**config.mk**
```make
export PLATFORM = sky130hd
export DESIGN_NAME = misc_loader
export DESIGN_NICKNAME = d
export VERILOG_FILES = /design/src/rtl/misc_loader.sv
export SDC_FILE = /design/constraint.sdc
export NUM_CORES = 1
export LEC_CHECK = 0
export CELL_PAD_IN_SITES_DETAIL_PLACEMENT = 1
export CELL_PAD_IN_SITES_GLOBAL_PLACEMENT = 1
export CORE_ASPECT_RATIO = 0.75
export CORE_MARGIN = 3
export CORE_UTILIZATION = 36
export DETAILED_ROUTE_END_ITERATION = 6
export HOLD_SLACK_MARGIN = 0.03
export PLACE_DENSITY_LB_ADDON = 0.1
export SLEW_MARGIN = 30
export SYNTH_ARGS = -nofsm -noshare
export SYNTH_HDL_FRONTEND = slang
export SYNTH_SLANG_ARGS = --single-unit
export TNS_END_PERCENT = 100
```
**constraint.sdc**
```tcl
create_clock -name clock -period 4 [get_ports clock]
set_input_delay 0.8 -clock clock [delete_from_list [all_inputs] [get_ports clock]]
set_output_delay 0.8 -clock clock [all_outputs]
set_load 0.02 [all_outputs]
```
**src/rtl/misc_loader.sv**
```systemverilog
// misc_loader: host word stream -> misc bus write initiator that fills memory before the CPU runs.
// Latency: address + count words, then 2+STROBE cycles per payload word (+1 in WAIT_W); done follows the last HOLD.
// Backpressure: s_ready is high only in IDLE, CNT and WAIT_W; the host holds s_valid/s_data until accepted.
//
// Optional build macro: MISC_LOADER_VERIFY_EN adds a read-back of every written word (VREAD/VCMP) and a
// sticky error flag; without it error is tied low and data_in is ignored.
//
// Ports:
//   clock, reset         single clock, synchronous active-high reset
//   s_valid/s_data/s_ready  host word stream: start address, word count, then payload words
//   bus_req/bus_gnt      ownership handshake with the misc core (gnt only sampled while requesting)
//   addr, data_out, data_oe, csel, rw   misc bus initiator outputs (rw=1 read/idle, 0 write)
//   data_in              read data from the bus (read-back only)
//   busy, done, error    load in progress, one-cycle completion pulse, sticky read-back mismatch

module misc_loader #(
    parameter int l      = 16,
    parameter int STROBE = 1
) (
    input  logic         clock,
    input  logic         reset,
    input  logic         s_valid,
    input  logic [l-1:0] s_data,
    output logic         s_ready,
    output logic         bus_req,
    input  logic         bus_gnt,
    output logic [l-1:0] addr,
    output logic [l-1:0] data_out,
    input  logic [l-1:0] data_in,
    output logic         data_oe,
    output logic         csel,
    output logic         rw,
    output logic         busy,
    output logic         done,
    output logic         error
);

`ifdef MISC_LOADER_VERIFY_EN
    typedef enum logic [3:0] {
        S_IDLE, S_CNT, S_REQ, S_WAIT_W, S_SETUP, S_STROBE, S_HOLD, S_DONE, S_VREAD, S_VCMP
    } state_t;
`else
    typedef enum logic [3:0] {
        S_IDLE, S_CNT, S_REQ, S_WAIT_W, S_SETUP, S_STROBE, S_HOLD, S_DONE
    } state_t;
`endif

    state_t         state_q;
    state_t         state_d;

    logic [l-1:0]   addr_q;
    logic [l-1:0]   count_q;
    logic [l-1:0]   data_q;
    logic [3:0]     scnt_q;

    logic           rdy_state;
    logic           accept;
    logic           ld_addr;
    logic           ld_cnt;
    logic           ld_data;
    logic           advance;
    logic           scnt_inc;
    logic           last_word;
    logic           last_strobe;

`ifdef MISC_LOADER_VERIFY_EN
    logic [l-1:0]   rdata_q;
    logic           error_q;
    logic           rd_cap;
    logic           set_err;
`endif

    // s_ready is masked by reset so every output reads as idle while reset is held,
    // even though the state register already sits in IDLE.
    assign s_ready     = rdy_state & ~reset;
    assign accept      = s_valid & s_ready;
    assign last_word   = (count_q == l'(1));
    assign last_strobe = (scnt_q == 4'(STROBE - 1));

    assign addr     = addr_q;
    assign data_out = data_q;

    // ------------------------------------------------------------------
    // State register
    // ------------------------------------------------------------------
    always_ff @(posedge clock) begin
        if (reset) begin
            state_q <= S_IDLE;
        end else begin
            state_q <= state_d;
        end
    end

    // ------------------------------------------------------------------
    // Next state and bus outputs, decoded from the registered state so the
    // bus pins only move right after a clock edge.
    // ------------------------------------------------------------------
    always_comb begin
        state_d   = state_q;
        rdy_state = 1'b0;
        bus_req   = 1'b0;
        data_oe   = 1'b0;
        csel      = 1'b0;
        rw        = 1'b1;
        busy      = 1'b1;
        done      = 1'b0;
        ld_addr   = 1'b0;
        ld_cnt    = 1'b0;
        ld_data   = 1'b0;
        advance   = 1'b0;
        scnt_inc  = 1'b0;
`ifdef MISC_LOADER_VERIFY_EN
        rd_cap    = 1'b0;
        set_err   = 1'b0;
`endif

        unique case (state_q)
            S_IDLE: begin
                busy      = 1'b0;
                rdy_state = 1'b1;
                if (accept) begin
                    ld_addr = 1'b1;
                    state_d = S_CNT;
                end
            end

            S_CNT: begin
                rdy_state = 1'b1;
                if (accept) begin
                    ld_cnt  = 1'b1;
                    // An empty load never touches the bus.
                    state_d = (s_data == '0) ? S_DONE : S_REQ;
                end
            end

            S_REQ: begin
                bus_req = 1'b1;
                if (bus_gnt) begin
                    state_d = S_WAIT_W;
                end
            end

            S_WAIT_W: begin
                bus_req   = 1'b1;
                rdy_state = 1'b1;
                if (accept) begin
                    ld_data = 1'b1;
                    state_d = S_SETUP;
                end
            end

            S_SETUP: begin
                // addr/data/rw settle a full cycle before csel rises.
                bus_req = 1'b1;
                data_oe = 1'b1;
                rw      = 1'b0;
                state_d = S_STROBE;
            end

            S_STROBE: begin
                bus_req = 1'b1;
                data_oe = 1'b1;
                rw      = 1'b0;
                csel    = 1'b1;
                if (last_strobe) begin
                    state_d = S_HOLD;
                end else begin
                    scnt_inc = 1'b1;
                end
            end

            S_HOLD: begin
                // csel drops while addr/data stay driven for one more cycle.
                bus_req = 1'b1;
                data_oe = 1'b1;
                rw      = 1'b0;
`ifdef MISC_LOADER_VERIFY_EN
                state_d = S_VREAD;
`else
                advance = 1'b1;
                state_d = last_word ? S_DONE : S_WAIT_W;
`endif
            end

`ifdef MISC_LOADER_VERIFY_EN
            S_VREAD: begin
                // scnt 0 is a turnaround cycle: rw has just gone high and data_oe
                // low, so csel waits one cycle before rising. csel is then high for
                // scnt 1..STROBE and data_in is captured on the last of them.
                bus_req = 1'b1;
                csel    = (scnt_q != 4'd0);
                if (scnt_q == 4'(STROBE)) begin
                    rd_cap  = 1'b1;
                    state_d = S_VCMP;
                end else begin
                    scnt_inc = 1'b1;
                end
            end

            S_VCMP: begin
                bus_req = 1'b1;
                if (rdata_q != data_q) begin
                    // Abandon the remaining words: the memory cannot be trusted.
                    set_err = 1'b1;
                    state_d = S_DONE;
                end else begin
                    advance = 1'b1;
                    state_d = last_word ? S_DONE : S_WAIT_W;
                end
            end
`endif

            S_DONE: begin
                done    = 1'b1;
                state_d = S_IDLE;
            end

            default: begin
                busy    = 1'b0;
                state_d = S_IDLE;
            end
        endcase
    end

    // ------------------------------------------------------------------
    // Address / count / data / strobe counter
    // ------------------------------------------------------------------
    always_ff @(posedge clock) begin
        if (reset) begin
            addr_q  <= '0;
            count_q <= '0;
            data_q  <= '0;
            scnt_q  <= '0;
        end else begin
            if (ld_addr) begin
                addr_q <= s_data;
            end else if (advance) begin
                // Wraps naturally at 2^l.
                addr_q <= addr_q + l'(1);
            end

            if (ld_cnt) begin
                count_q <= s_data;
            end else if (advance) begin
                count_q <= count_q - l'(1);
            end

            if (ld_data) begin
                data_q <= s_data;
            end

            // Counter is only live inside a strobe window; any other state clears it.
            scnt_q <= scnt_inc ? (scnt_q + 4'd1) : 4'd0;
        end
    end

`ifdef MISC_LOADER_VERIFY_EN
    always_ff @(posedge clock) begin
        if (reset) begin
            rdata_q <= '0;
            error_q <= 1'b0;
        end else begin
            if (rd_cap) begin
                rdata_q <= data_in;
            end
            if (set_err) begin
                error_q <= 1'b1;
            end
        end
    end

    assign error = error_q;
`else
    logic unused_data_in;
    assign unused_data_in = ^data_in;
    assign error          = 1'b0;
`endif

endmodule
```
Word level (Yosys, flattened, before mapping)
Cells that the tools add are included.

Word-level logic and storage cells: 62. Output and inout bits: 40. Register bits after elaboration: 56. Input bits: 36.

Bitwise gates (word level): 4. Equal/unequal tests: 13. Multiplexer cells: 26. $add $sub $neg: 3. Reduce and logical (&&, ||, !) cells: 11.

Operator list (number): $mux 16 (4); $pmux 4 s7 (1); $mux 4 (5); $add 16x1->16 const B (1); $eq 16x1->1 const B (1); $eq 4x3->1 const B (4); $logic_not 16->1 (1); $sub 16x1->16 const B (1); $mux 1 (14); $ne 2x2->1 const B (5); $eq 4x2->1 const B (2); $logic_not 4->1 (2); $reduce_or 7->1 (1); $mux 3 (2); $reduce_or 3->1 (2); $reduce_and 5->1 (1); $reduce_or 5->1 (1); $add 4x1->4 const B (1); $eq 4x1->1 const B (1); $reduce_bool 2->1 (2); $and 1x1->1 (2); $not 1->1 (2); $reduce_or 2->1 (1).

Depth between registers and ports, before layout
Gate-level depths: netlist (run 1).

Depth after elaboration: 8. Gate-level depth with buffers: 8. Depth with buffers taken out: 7.

Worst setup path before layout (run 1)
No wires, ideal clock.

Path type: in2out. Start point: input reset. End point: output s_ready. Slack: 1588 ps. Stages on the path: 3. Arrival time: 1612 ps. Buffers on the path: 2. Data required time: 3200 ps. Cells stage by stage: buf_6 > clkbuf_1 > nor3_1.

Word-level cells in the longest chain between the ends: 2.

Ends and longest elaborated chain: from (decl) (line 21) `input logic reset,`; $not 1->1 (line 75) `assign s_ready = rdy_state & ~reset;`; $and 1x1->1 (line 75); to (decl) (line 24) `output logic s_ready,`.

Every way passes these cells.

Worst setup path after layout (run 1)
Start point: register state_q[1]. End point: output rw.

Word-level cells in the longest chain between the ends: 3. Elaborated cells on any way between the ends: 5. Those cells by class: 3 x eq/ne; 1 x mux; 1 x reduce/logical.

Ends and longest elaborated chain: from (decl) (line 48) `state_t state_q;`; from (signal assigned) (line 90) `state_q <= state_d;`; $eq 4x3->1 (line 117) `unique case (state_q)`; $reduce_or 3->1 (no source line) (*); $mux 1 (*) (line 117); to (decl) (line 32) `output logic rw,`.

Every way passes the cells marked *; elsewhere a longest branch is shown, timed or not.

==> flow_summary.ini, run 1 <==
[run_status]
status = finished clean

[placement]
post-place-ws_ns = 1.05
dp_hpwl_mm = 6.48
post-place-cells = 483
gp_congestion = 0.816
portBuffers = 58

[pwr]
power_uw = 1170
vdd_drop_max_mv = 0.218
power_leakage_uw = 0.00126
power_density_nw_per_um2 = 323

[sta]
final_hold_viol_count = 0
rsz0062_at_grt = false
slew_headroom_pct = 42.1
setup_tns_ns = 0
maxSlewViolCount = 0
period_share_pct = 75.0
fmax_mhz = 333
period_minus_slack_ns = 3.00
skew_ns = 0.00696
finalSetupViolations = 0
tightest_slew_ns = 0.866
fin_ws_ns = 0.999

[detailed_routing]
routed_wl_mm = 9.18
drt_iter0_markers = 176
drtPass1Iterations = 4
vias = 2823
ant_nets = 0
wl_per_cell_um = 18.7
post-route-drc-count = 0
viasPerCell = 5.74

[synth]
synthDistinctLibCells = 54
synth_ff_type = dfxtp_1
avgSynthCellArea_um2 = 8.45
synthArstFlopShare_pct = 0
synth_common_cells = dfxtp_1, nor2_1, a21oi_1
synth_area_leaders = dfxtp_1, nor2_1, a21oi_1, mux2i_1, nand3_1
synth_top_area_cell = dfxtp_1
synth.top_cell.area_share_pct = 37.9
synth_seq_area_share_pct = 37.9
synth-seq-cells = 55
synthCells = 344
yosys_warnings = 0
synth_fp_nets = 385
yosysMostFrequentCell = dfxtp_1
synth_edf_count = 0
syn_area_um2 = 2910

[setup_path]
cp-startpoint = state_q[1]
r2r_end = count_q[5]
critPathKind = reg -> out
crit_required_ns = 3.20
r2r_slack_ns = 1.38
cp-end-kind = output port
r2r-start = state_q[2]
arrival_ns = 2.20
crit_path_start_kind = flip-flop
reg2reg_depth = 4
critPathMaxFanout = 18

[clock_tree]
clk_pin_slew_ns = 0.11
cts_buffer_depth = 2
cts_tree = built
clockRootBuffer = clkbuf_8
numCtsBuffers = 5
h-tree-depth = 2
hold_buffers = 0
clk_latency_ns = 0.33
post_cts_resize_count = 0
cts.sinks = 55
post_cts_buffers = 0

[global_routing]
grtUsageTotal_pct = 20.5
grt_overflow = 0
antenna_found_initial = 0
grt_pass1_vias = 2676
grt_max_degree = 32
grt_pass1_wl_mm = 14.7

[die]
start_util_pct = 38.3
die_h_um = 83.8
die_w_um = 110
num_io_pins = 76
core_um2 = 7600
die-area_um2 = 9200
placementRows = 27

[worst_hold_path]
hold_path_class = reg -> reg
whs_path_depth = 1
min_from = scnt_q[0]
hold_end = scnt_q[0]

[cells_and_area]
antenna_cells = 0
num-nets-final = 431
final-instance-count-excl-fill = 492
syn_to_final_growth_pct = 25.1
drive_gt1_share_pct = 7.42

[run]
max_cap_viol_count = 0
[cell type report]
cell class	count	area, µm²
flip-flops and latches	55	1100
clock inverters	2	38.8
clock buffers	6	82.6
multi-input cells	257	1640
well taps	101	126
inverters	8	30.0
fillers	906	3960
repair buffers	63	617
[layer usage]
layer,GRT usage (%),up-vias,part of all wire (%)
met5,0,-,0
li1,-,1358,-
met1,29.2,1377,48
met4,5.89,0,1.3
met3,6.50,10,8.1
met2,29.3,78,43
[per-stage QoR]
step                utilization, %  instance area, µm²  hold slack [ns]
floorplan                        -                2910            0.430
global placement              46.1                3500            0.449
detailed placement            46.1                3500            0.480
CTS                           47.7                3630            0.503
global route                  47.9                3640            0.518
finish                        47.9                3640            0.491
[registers in the layout, summed over array words and instances (netlist names)]
name / flops
scnt_q: 4
data_out: 16
count_q: 16
state_q: 3
addr: 16
[where the power goes]
part / total, µW / leakage, µW / internal [µW] / switching [µW]
Combinational: 174 / 0.000758 / 76.1 / 98.1
Clock: 412 / 0.0000618 / 206 / 206
Sequential: 588 / 0.000445 / 563 / 25.6
[kinds of logic (layout without fill, tap and decap cells)]
group / after synthesis / in the layout / synth area share [%]
mux: 16 / 16 / 5.51
other cells: 1 / 1 / 0.129
flops: 55 / 55 / 37.9
compound gates: 90 / 90 / 19.4
simple gates: 136 / 136 / 26.5
fa+ha+maj: 5 / 5 / 2.15
buf+inv: 32 / 79 / 5.68
xor+xnor: 9 / 9 / 2.71
[cells in the final DEF (no fill, tap or decap), types with 3 or more instances in the layout]
cell              n
a21oi_1          37
a22oi_1           8
a31oi_1           9
a32oi_1           3
and3_1            6
buf_4             4
clkbuf_8          6
clkdlybuf4s50_1  57
dfxtp_1          55
ha_1              5
inv_1             8
mux2i_1          16
nand2_1          11
nand3_1          14
nand4_1           5
nor2_1           54
nor3_1            3
nor4_1            8
o21ai_0          12
o22ai_1           6
o311ai_0          4
or3_1             6
or4_1             4
xor2_1            7
[how the worst max path moves through the flow]
stage | to | slack, ns
2_1_floorplan | s_ready | 1.59
3_3_place_gp | addr[14] | 1.06
3_5_place_dp | addr[6] | 1.05
4_1_cts | rw | 0.98
5_1_grt | rw | 0.88
6_report | rw | 1.0
[critical path, stage by stage (launching register included)]
cell             delay [ns]
dfxtp_1                0.79
nand2_1                0.22
and2_1                 0.22
inv_1                  0.05
clkdlybuf4s50_1        0.59
No activity file was read; power rests on OpenSTA's default activity.
==> run 2: changes to the inputs <==
--- a/config.mk
+++ b/config.mk
@@ -9,7 +9,7 @@
 export CELL_PAD_IN_SITES_GLOBAL_PLACEMENT = 1
 export CORE_ASPECT_RATIO = 0.75
 export CORE_MARGIN = 3
-export CORE_UTILIZATION = 36
+export CORE_UTILIZATION = 32
 export DETAILED_ROUTE_END_ITERATION = 6
 export HOLD_SLACK_MARGIN = 0.03
 export PLACE_DENSITY_LB_ADDON = 0.1
==> constraint.sdc (replaced) <==
create_clock -name clock -period 2.6 [get_ports clock]
set_input_delay 0.52 -clock clock [delete_from_list [all_inputs] [get_ports clock]]
set_output_delay 0.52 -clock clock [all_outputs]
set_load 0.02 [all_outputs]
==> flow_summary.ini, run 2 (synthesized netlist as in run 1, its figures left out) <==
[cells_and_area]
syn_to_final_growth_pct = 31.5
antenna_cells = 0
final-instance-count-excl-fill = 520
design_area_um2 = 3820
drive_gt1_share_pct = 11.9
postLayoutCoreUtil_pct = 44.3
final_cell_mix = clkdlybuf4s50_1, dfxtp_1, nor2_1, a21oi_1, buf_4
final_common_cell = clkdlybuf4s50_1
num-nets-final = 452

[detailed_routing]
vias = 2841
post-route-drc-count = 0
routed_wl_mm = 9.69
ant_nets = 0
drt_iter0_markers = 221
drtPass1Iterations = 4
viasPerCell = 5.46
wl_per_cell_um = 18.6

[global_routing]
grtUsageTotal_pct = 19.6
grt_pass1_vias = 2787
antenna_found_initial = 0
grt_pass1_wl_mm = 15.4
grt_max_degree = 35
grt_overflow = 0

[run]
max_cap_viol_count = 0

[setup_path]
r2r_slack_ns = 0.65
r2r-start = state_q[2]
cp-startpoint = state_q[0]
reg2reg_depth = 5
max_stage_delay_ns = 0.59
cp-end-kind = output port
critPathKind = reg -> out
arrival_ns = 1.88
cp_slowest_cell = clkdlybuf4s50_1
crit_path_start_kind = flip-flop
path_cells = nand2_1 > and2_1 > inv_1 > clkdlybuf4s50_1
crit_required_ns = 2.08
r2r_end = count_q[0]
critPathMaxFanout = 11
critPathCapture = rw

[clock_tree]
clockRootBuffer = clkbuf_16
clk_pin_slew_ns = 0.07
hold_buffers = 0
numCtsBuffers = 5
cts.sinks = 55
cts_buffer_depth = 2
clk_latency_ns = 0.30
h-tree-depth = 2
post_cts_resize_count = 0
post_cts_buffers = 0
cts_tree = built

[worst_hold_path]
hold_path_class = reg -> reg

[sta]
setup_tns_ns = 0
maxSlewViolCount = 0
tightest_slew_ns = 0.808
rsz0062_at_grt = false
final_hold_viol_count = 0
period_share_pct = 92.4
finalSetupViolations = 0
skew_ns = 0.00886
slew_headroom_pct = 45.9
fin_ws_ns = 0.197
fmax_mhz = 416
period_minus_slack_ns = 2.40

[placement]
post-place-cells = 512
dp_hpwl_mm = 7.21
post-place-ws_ns = 0.164
gp_congestion = 0.802
portBuffers = 58
placedInstanceArea_um2 = 3680

[die]
start_util_pct = 33.7
placementRows = 29
die_w_um = 116
die_h_um = 88.6
num_io_pins = 76
core_um2 = 8640
die-area_um2 = 10300

[run_status]
status = finished clean

[pwr]
power_leakage_uw = 0.00138
power_density_nw_per_um2 = 496
vdd_drop_max_mv = 0.228
## run 2: changes by cell type in the layout (fill, tap and decap cells not counted), sizes merged
cell / before / now
buf: 6 / 27
bufinv: 1 / 0
clkinv: 0 / 2
inv: 9 / 8
## run 2: stage by stage
stage / total power, µW / hold slack, ns
5_1_grt: 1990 / 0.508
4_1_cts: 1920 / 0.482
3_3_place_gp: 1220 / 0.448
3_5_place_dp: 1220 / 0.464
2_1_floorplan: 1070 / 0.430
6_report: 1900 / 0.474
## run 2: per-layer routing
| layer | track usage [%] | share of wire [%] | vias to the layer above |
|---|---|---|---|
| li1 | - | - | 1394 |
| met1 | 30.1 | 50 | 1368 |
| met2 | 28.0 | 41 | 73 |
| met3 | 5.06 | 8.5 | 6 |
| met4 | 2.85 | 0.54 | 0 |
| met5 | 0 | 0 | - |
## run 2: how the worst min path moves through the flow
stage / from / to / slack, ns / cells past startpoint
finish: scnt_q[0] / scnt_q[0] / 0.47 / 1
global route: scnt_q[0] / scnt_q[0] / 0.51 / 1
CTS: scnt_q[0] / scnt_q[0] / 0.48 / 1
detailed placement: scnt_q[0] / scnt_q[0] / 0.46 / 1
global placement: scnt_q[0] / scnt_q[0] / 0.45 / 1
floorplan: scnt_q[0] / scnt_q[0] / 0.43 / 1
## run 2: where the power goes
group          internal [µW]  switching, µW  total [µW]
clock network            363            337         699
registers                865           33.5         899
logic                    136            163         300
## run 2: critical path: cells and delay by family, from the launching register on
| family | cells | cell delay, ns |
|---|---|---|
| buffers and inverters | 2 | 0.64 |
| flip-flops | 1 | 0.56 |
| AND/OR/NAND/NOR | 2 | 0.38 |
## run 2: area by class of cell
type                       instances  area, µm²
multi-input combinational        257       1640
inverter                           8       30.0
sequential                        55       1100
clock buffer                       6        129
fill                            1039       4810
timing repair buffer              84        771
clock inverter                     2       17.5
tap                              108        135
